**src/rtl/hwag_angle_if.sv**
```systemverilog
// Bus between the tooth/period capture logic and the angle counter stage.
// master drives the tooth data and the configuration; slave returns the angle outputs.
interface hwag_angle_if #(
   parameter int ACNT_W = 24,
   parameter int SCNT_W = 22,
   parameter int TCKC_W = 19
);
   logic              ena;
   logic              tooth_edge;
   logic [ACNT_W-1:0] tooth_angle;
   logic [SCNT_W-1:0] scnt_top;
   logic [TCKC_W-1:0] tckc_top;
   logic [ACNT_W-1:0] acnt_top;
   logic [ACNT_W-1:0] acnt;
   logic              acnt_tick;
   logic              acnt_valid;
   logic              stall;
   logic              early_if;
   logic              overrun_if;

   modport master (
      output ena, tooth_edge, tooth_angle, scnt_top, tckc_top, acnt_top,
      input  acnt, acnt_tick, acnt_valid, stall, early_if, overrun_if
   );

   modport slave (
      input  ena, tooth_edge, tooth_angle, scnt_top, tckc_top, acnt_top,
      output acnt, acnt_tick, acnt_valid, stall, early_if, overrun_if
   );
endinterface

```
**src/rtl/hwag_angle_counter.sv**
```systemverilog
// Interpolates crank angle between VR tooth edges: divides the tooth period into ticks.
// Optional macro HWAG_ACNT_CATCHUP_EN replays missed ticks after an early edge.
module hwag_angle_counter #(
   parameter int ACNT_W = 24,
   parameter int SCNT_W = 22,
   parameter int TCKC_W = 19
) (
   input  logic           clk,
   input  logic           rst,
   hwag_angle_if.slave    bus
);

   typedef enum logic [2:0] {
      IDLE,
      SYNC,
      RUN,
      STALL,
      CATCHUP
   } state_t;

   state_t            state, state_n;
   logic              edge_d;
   logic [ACNT_W-1:0] acnt_q, acnt_n;
   logic [SCNT_W-1:0] scnt_q, scnt_n;
   logic [TCKC_W-1:0] tckc_q, tckc_n;
   logic [SCNT_W-1:0] scnt_top_q, scnt_top_n;
   logic [TCKC_W-1:0] tckc_top_q, tckc_top_n;
   logic              tick_q, tick_n;
   logic              early_q, early_n;
   logic              load;
   logic [ACNT_W-1:0] next_angle;
`ifdef HWAG_ACNT_CATCHUP_EN
   logic [ACNT_W-1:0] target_q, target_n;
   logic              overrun_q, overrun_n;
`endif

   // >= so that a tooth angle loaded beyond the top still wraps on its first tick
   assign next_angle = (acnt_q >= bus.acnt_top) ? '0 : acnt_q + ACNT_W'(1);

   always_ff @(posedge clk) begin
      if (rst) begin
         state      <= IDLE;
         edge_d     <= 1'b0;
         acnt_q     <= '0;
         scnt_q     <= '0;
         tckc_q     <= '0;
         scnt_top_q <= '0;
         tckc_top_q <= '0;
         tick_q     <= 1'b0;
         early_q    <= 1'b0;
`ifdef HWAG_ACNT_CATCHUP_EN
         target_q   <= '0;
         overrun_q  <= 1'b0;
`endif
      end else begin
         state      <= state_n;
         edge_d     <= bus.tooth_edge;
         acnt_q     <= acnt_n;
         scnt_q     <= scnt_n;
         tckc_q     <= tckc_n;
         scnt_top_q <= scnt_top_n;
         tckc_top_q <= tckc_top_n;
         tick_q     <= tick_n;
         early_q    <= early_n;
`ifdef HWAG_ACNT_CATCHUP_EN
         target_q   <= target_n;
         overrun_q  <= overrun_n;
`endif
      end
   end

   always_comb begin
      state_n    = state;
      acnt_n     = acnt_q;
      scnt_n     = scnt_q;
      tckc_n     = tckc_q;
      scnt_top_n = scnt_top_q;
      tckc_top_n = tckc_top_q;
      tick_n     = 1'b0;
      early_n    = 1'b0;
      load       = 1'b0;
`ifdef HWAG_ACNT_CATCHUP_EN
      target_n   = target_q;
      overrun_n  = 1'b0;
`endif
      if (!bus.ena) begin
         state_n = IDLE;
         acnt_n  = '0;
         scnt_n  = '0;
         tckc_n  = '0;
      end else begin
         case (state)
            IDLE: begin
               acnt_n  = '0;
               scnt_n  = '0;
               tckc_n  = '0;
               state_n = SYNC;
            end
            SYNC: begin
               if (edge_d) load = 1'b1;
            end
            RUN: begin
               // An edge always beats a tick landing in the same clock
               if (edge_d) begin
                  if (tckc_q < tckc_top_q) early_n = 1'b1;
`ifdef HWAG_ACNT_CATCHUP_EN
                  if (tckc_q < tckc_top_q) begin
                     target_n   = bus.tooth_angle;
                     scnt_top_n = bus.scnt_top;
                     tckc_top_n = bus.tckc_top;
                     scnt_n     = '0;
                     tckc_n     = '0;
                     state_n    = CATCHUP;
                  end else begin
                     load = 1'b1;
                  end
`else
                  load = 1'b1;
`endif
               end else if (tckc_q >= tckc_top_q) begin
                  state_n = STALL;
               end else if (scnt_q == scnt_top_q) begin
                  scnt_n = '0;
                  acnt_n = next_angle;
                  tckc_n = tckc_q + TCKC_W'(1);
                  tick_n = 1'b1;
                  if ((tckc_q + TCKC_W'(1)) == tckc_top_q) state_n = STALL;
               end else begin
                  scnt_n = scnt_q + SCNT_W'(1);
               end
            end
            STALL: begin
               if (edge_d) load = 1'b1;
            end
`ifdef HWAG_ACNT_CATCHUP_EN
            CATCHUP: begin
               if (edge_d) begin
                  overrun_n = 1'b1;
                  load      = 1'b1;
               end else if (acnt_q == target_q) begin
                  state_n = RUN;
               end else begin
                  acnt_n = next_angle;
                  tick_n = 1'b1;
               end
            end
`endif
            default: state_n = IDLE;
         endcase

         if (load) begin
            acnt_n     = bus.tooth_angle;
            scnt_n     = '0;
            tckc_n     = '0;
            scnt_top_n = bus.scnt_top;
            tckc_top_n = bus.tckc_top;
            state_n    = RUN;
         end
      end
   end

   assign bus.acnt       = acnt_q;
   assign bus.acnt_tick  = tick_q;
   assign bus.acnt_valid = (state == RUN) || (state == STALL) || (state == CATCHUP);
   assign bus.stall      = (state == STALL);
   assign bus.early_if   = early_q;
`ifdef HWAG_ACNT_CATCHUP_EN
   assign bus.overrun_if = overrun_q;
`else
   assign bus.overrun_if = 1'b0;
`endif

endmodule

```
**src/flat_wrapper.sv**
```systemverilog
// flat-port wrapper written by rule: the top's interface ports become plain ports
module hwag_angle_counter_flat 
#(
   parameter int ACNT_W = 24,
   parameter int SCNT_W = 22,
   parameter int TCKC_W = 19
)
  (clk, rst, bus_ena, bus_tooth_edge, bus_tooth_angle, bus_scnt_top, bus_tckc_top, bus_acnt_top, bus_acnt, bus_acnt_tick, bus_acnt_valid, bus_stall, bus_early_if, bus_overrun_if);
  hwag_angle_if #(.ACNT_W(ACNT_W), .SCNT_W(SCNT_W), .TCKC_W(TCKC_W)) bus_i ();
  input  logic clk;
  input  logic rst;
  input wire logic [$bits(bus_i.ena)-1:0] bus_ena;
  input wire logic [$bits(bus_i.tooth_edge)-1:0] bus_tooth_edge;
  input wire logic [$bits(bus_i.tooth_angle)-1:0] bus_tooth_angle;
  input wire logic [$bits(bus_i.scnt_top)-1:0] bus_scnt_top;
  input wire logic [$bits(bus_i.tckc_top)-1:0] bus_tckc_top;
  input wire logic [$bits(bus_i.acnt_top)-1:0] bus_acnt_top;
  output wire logic [$bits(bus_i.acnt)-1:0] bus_acnt;
  output wire logic [$bits(bus_i.acnt_tick)-1:0] bus_acnt_tick;
  output wire logic [$bits(bus_i.acnt_valid)-1:0] bus_acnt_valid;
  output wire logic [$bits(bus_i.stall)-1:0] bus_stall;
  output wire logic [$bits(bus_i.early_if)-1:0] bus_early_if;
  output wire logic [$bits(bus_i.overrun_if)-1:0] bus_overrun_if;
  assign bus_i.ena = bus_ena;
  assign bus_i.tooth_edge = bus_tooth_edge;
  assign bus_i.tooth_angle = bus_tooth_angle;
  assign bus_i.scnt_top = bus_scnt_top;
  assign bus_i.tckc_top = bus_tckc_top;
  assign bus_i.acnt_top = bus_acnt_top;
  assign bus_acnt = bus_i.acnt;
  assign bus_acnt_tick = bus_i.acnt_tick;
  assign bus_acnt_valid = bus_i.acnt_valid;
  assign bus_stall = bus_i.stall;
  assign bus_early_if = bus_i.early_if;
  assign bus_overrun_if = bus_i.overrun_if;
  hwag_angle_counter #(.ACNT_W(ACNT_W), .SCNT_W(SCNT_W), .TCKC_W(TCKC_W)) u_core (.clk(clk), .rst(rst), .bus(bus_i));
endmodule
```
**config.mk**
```make
export PLATFORM = sky130hd
export DESIGN_NAME = hwag_angle_counter_flat
export DESIGN_NICKNAME = d
export VERILOG_FILES = /design/src/rtl/hwag_angle_if.sv /design/src/rtl/hwag_angle_counter.sv /design/src/flat_wrapper.sv
export SDC_FILE = /design/constraint.sdc
export NUM_CORES = 1
export LEC_CHECK = 0
export ABC_CLOCK_PERIOD_IN_PS = 4800
export CAP_MARGIN = 25
export CORE_ASPECT_RATIO = 1.25
export CORE_MARGIN = 2
export CORE_UTILIZATION = 55
export CTS_CLUSTER_DIAMETER = 50
export DETAILED_ROUTE_END_ITERATION = 8
export GPL_TIMING_DRIVEN = 0
export PLACE_DENSITY = 0.9
export REMOVE_ABC_BUFFERS = 1
export SYNTH_ARGS = -nofsm -noshare
export SYNTH_HDL_FRONTEND = slang
export SYNTH_SLANG_ARGS = --single-unit
export TNS_END_PERCENT = 1
```
**constraint.sdc**
```tcl
create_clock -name clk -period 4.8 [get_ports clk]
set_input_delay 0.96 -clock clk [delete_from_list [all_inputs] [get_ports clk]]
set_output_delay 0.96 -clock clk [all_outputs]
set_load 0.1 [all_outputs]
```
==> flow_metrics.tcl <==
set metrics [dict create \
    clk_latency_ns 0.36 \
    drcViolationCount 0 \
    ios 122 \
    cp.arrival_ns 4.34 \
    avgRoutedWirePerCell_um 16.2 \
    p_seq_share_pct 48.4 \
    max_clock_freq_mhz 245 \
    antenna_found_initial 0 \
    viasPerCell 6.08 \
    ctsResizeCount 0 \
    power_density_nw_per_um2 225 \
    clockPowerShare_pct 37.3 \
    status "complete, no violations" \
    setup_viol 0 \
    htreeDepth 3 \
    clock_sinks 111 \
    initialDrtViolationCount 522 \
    num_vias 7245 \
    relSlewSlack_pct 32.2 \
    io_buffer_count 120 \
    syn_to_final_growth_pct 21.5 \
    synth_seq_cells 111 \
    grt_use_total_pct 27.9 \
    rows 46 \
    p_switching_mw 0.526 \
    rsz0062_at_grt "no" \
    root_buffer "clkbuf_16" \
    hold_class "register to register" \
    netlist_area_um2 7160 \
    drt_first_pass_iters 7 \
    leakage_nw 2.96 \
    place_congestion 0.899 \
    die_w_um 106 \
    grt_max_degree 57 \
    yosysTopAreaCell "dfxtp_1" \
    critPathKind "primary input to register" \
    cts_buffer_depth 2 \
    endpoint_kind "register" \
    peakVddDrop_mv 0.149 \
    die_h_um 132 \
    yosysWarnings 0 \
    startpoint_type "primary input" \
    synth_cell_types 59 \
    core-area_um2 12700 \
    cts_made_buffers 9 \
    syn_inst 942 \
    postRouteAntennaNets 0 \
    grt_pass1_wl_um 32400 \
    hold_violations 0 \
    ys_seq_area_share_pct 31.0 \
    clkTransAtPathRegs_ns 0.07 \
    grt_pass1_vias 6929 \
    routed_wl_um 19300 \
    antenna_cells 0 \
    yosysTopAreaCellShare_pct 31.0 \
    intPower_mw 1.43 \
    cts_tree "built" \
    setup_tns_ns 0 \
    syn_avg_cell_area_um2 7.60 \
    worstMarginPinSlew_ns 1.01 \
    yosysMostFrequentCell "nand2_1" \
    drv_slew 0 \
    synth-edff-count 0 \
    drive_gt1_share_pct 4.40 \
    period_needed_ns 4.07 \
    total_power_mw 1.95 \
    period_share_pct 84.9 \
    comb_power_share_pct 14.3 \
    cts_hold_buf 0 \
    critPathMaxFanout 14 \
    fin_nets 1157 \
    maxCapViolCount 0 \
    fillers 1011 \
    netSwitchingFraction_pct 26.9 \
    grt-ovfl-total 0 \
    final_util_pct 68.4 \
    synth_common_cells "nand2_1, dfxtp_1, a21oi_1" \
    dp_hpwl_um 14200 \
    start_util_pct 56.3 \
    cp.required_ns 5.07 \
    synth_top_flop_cell "dfxtp_1" \
    postCtsSetupRepairBufs 0 \
    synthArstFlopShare_pct 0 \
    synth.area.top_cells "dfxtp_1, ha_1, a21oi_1, nand2_1, xnor2_1" \
    skew_ns 0.00694 \
    fp.dieArea_um2 14000 \
]
==> cell families (layout without fill, tap and decap cells) <==
group | Yosys count | count (layout) | share of synthesized area (%)
buf+inv | 125 | 206 | 7.18
other cells | 1 | 1 | 0.0524
xor+xnor | 58 | 58 | 7.10
flops | 111 | 111 | 31.0
fa+ha+maj | 46 | 46 | 8.04
compound gates | 261 | 261 | 23.1
simple gates | 340 | 340 | 23.5
==> worst paths after layout <==
| path | start | cells past startpoint | end | slack (ns) |
|---|---|---|---|---|
| setup reg to reg | u_core.tckc_top_q[14] | 9 | u_core.tckc_q[18] | 1.22 |
| hold reg to reg | u_core.tckc_top_q[12] | 2 | u_core.tckc_top_q[12] | 0.46 |
| hold / removal | u_core.tckc_top_q[12] | 2 | u_core.tckc_top_q[12] | 0.46 |
| setup / recovery | bus_acnt_top[9] | 12 | u_core.bus.acnt[0] | 0.73 |
==> flip-flops by register name, indices dropped and copies added, names as in the netlist, named ones only <==
signal / flops
u_core.bus.acnt: 24
u_core.scnt_q: 22
u_core.scnt_top_q: 22
u_core.tckc_q: 19
u_core.tckc_top_q: 19
u_core.bus.acnt_tick: 1
u_core.bus.early_if: 1
u_core.edge_d: 1
u_core.state: 1
==> cells in the final DEF (no fill, tap or decap), types with 13 or more instances in the layout <==
| master | n |
|---|---|
| xnor2_1 | 47 |
| dfxtp_1 | 111 |
| nand4_1 | 30 |
| nand2_1 | 130 |
| or4_1 | 13 |
| nor2_1 | 51 |
| nor3_1 | 13 |
| or3_1 | 15 |
| inv_1 | 60 |
| a211oi_1 | 16 |
| a21oi_1 | 98 |
| and3_1 | 16 |
| nand3_1 | 30 |
| ha_1 | 46 |
| clkdlybuf4s50_1 | 119 |
| o21ai_0 | 55 |
==> power groups by stage <==
stage / clock network (mW) / registers, mW / logic [mW]
floorplan: 0 / 0.996 / 0.110
global placement: 0 / 0.966 / 0.265
detailed placement: 0 / 0.967 / 0.277
CTS: 0.731 / 0.945 / 0.278
global route: 0.769 / 0.947 / 0.303
finish: 0.728 / 0.946 / 0.280
==> metrics by stage <==
stage          instance area [um^2]  hold slack [ns]  setup WS (ns)  std cells
2_1_floorplan                  6870            0.430          0.701        877
3_3_place_gp                   8280            0.448          -1.33       1165
3_5_place_dp                   8400            0.452          0.396       1174
4_1_cts                        8680            0.462          0.784       1190
5_1_grt                        8700            0.484          0.313       1191
6_report                       8700            0.462          0.725       1191
==> final cells by class <==
class                           count  area (um^2)  share of cell area [%]
Timing Repair Buffer              130         1310                    15.1
Clock buffer                       11          243                    2.79
Inverter                           60          225                    2.59
Multi-Input combinational cell    706         4450                    51.1
Clock inverter                      5         41.3                   0.475
Tap cell                          168          210                    2.42
Sequential cell                   111         2220                    25.5
==> per-layer routing <==
layer | routed length [um] | part of all wire (%) | track usage [%]
met5 | 0 | 0 | 0
met4 | 486 | 2.5 | 10.2
met3 | 1380 | 7.2 | 6.60
met2 | 9570 | 50 | 48.4
met1 | 7870 | 41 | 33.4
==> worst max-delay path, cell delays in order <==
cell and delay, ns:
clkdlybuf4s50_1 0.46, inv_1 0.04, ha_1 0.29, a21oi_1 0.15, o21ai_0 0.09, a2111oi_0 0.53
o21ai_0 0.40, buf_4 0.29, a21oi_2 0.57, buf_8 0.24, a221oi_1 0.09, a211oi_1 0.23
No activity file was read; power rests on OpenSTA's default activity.
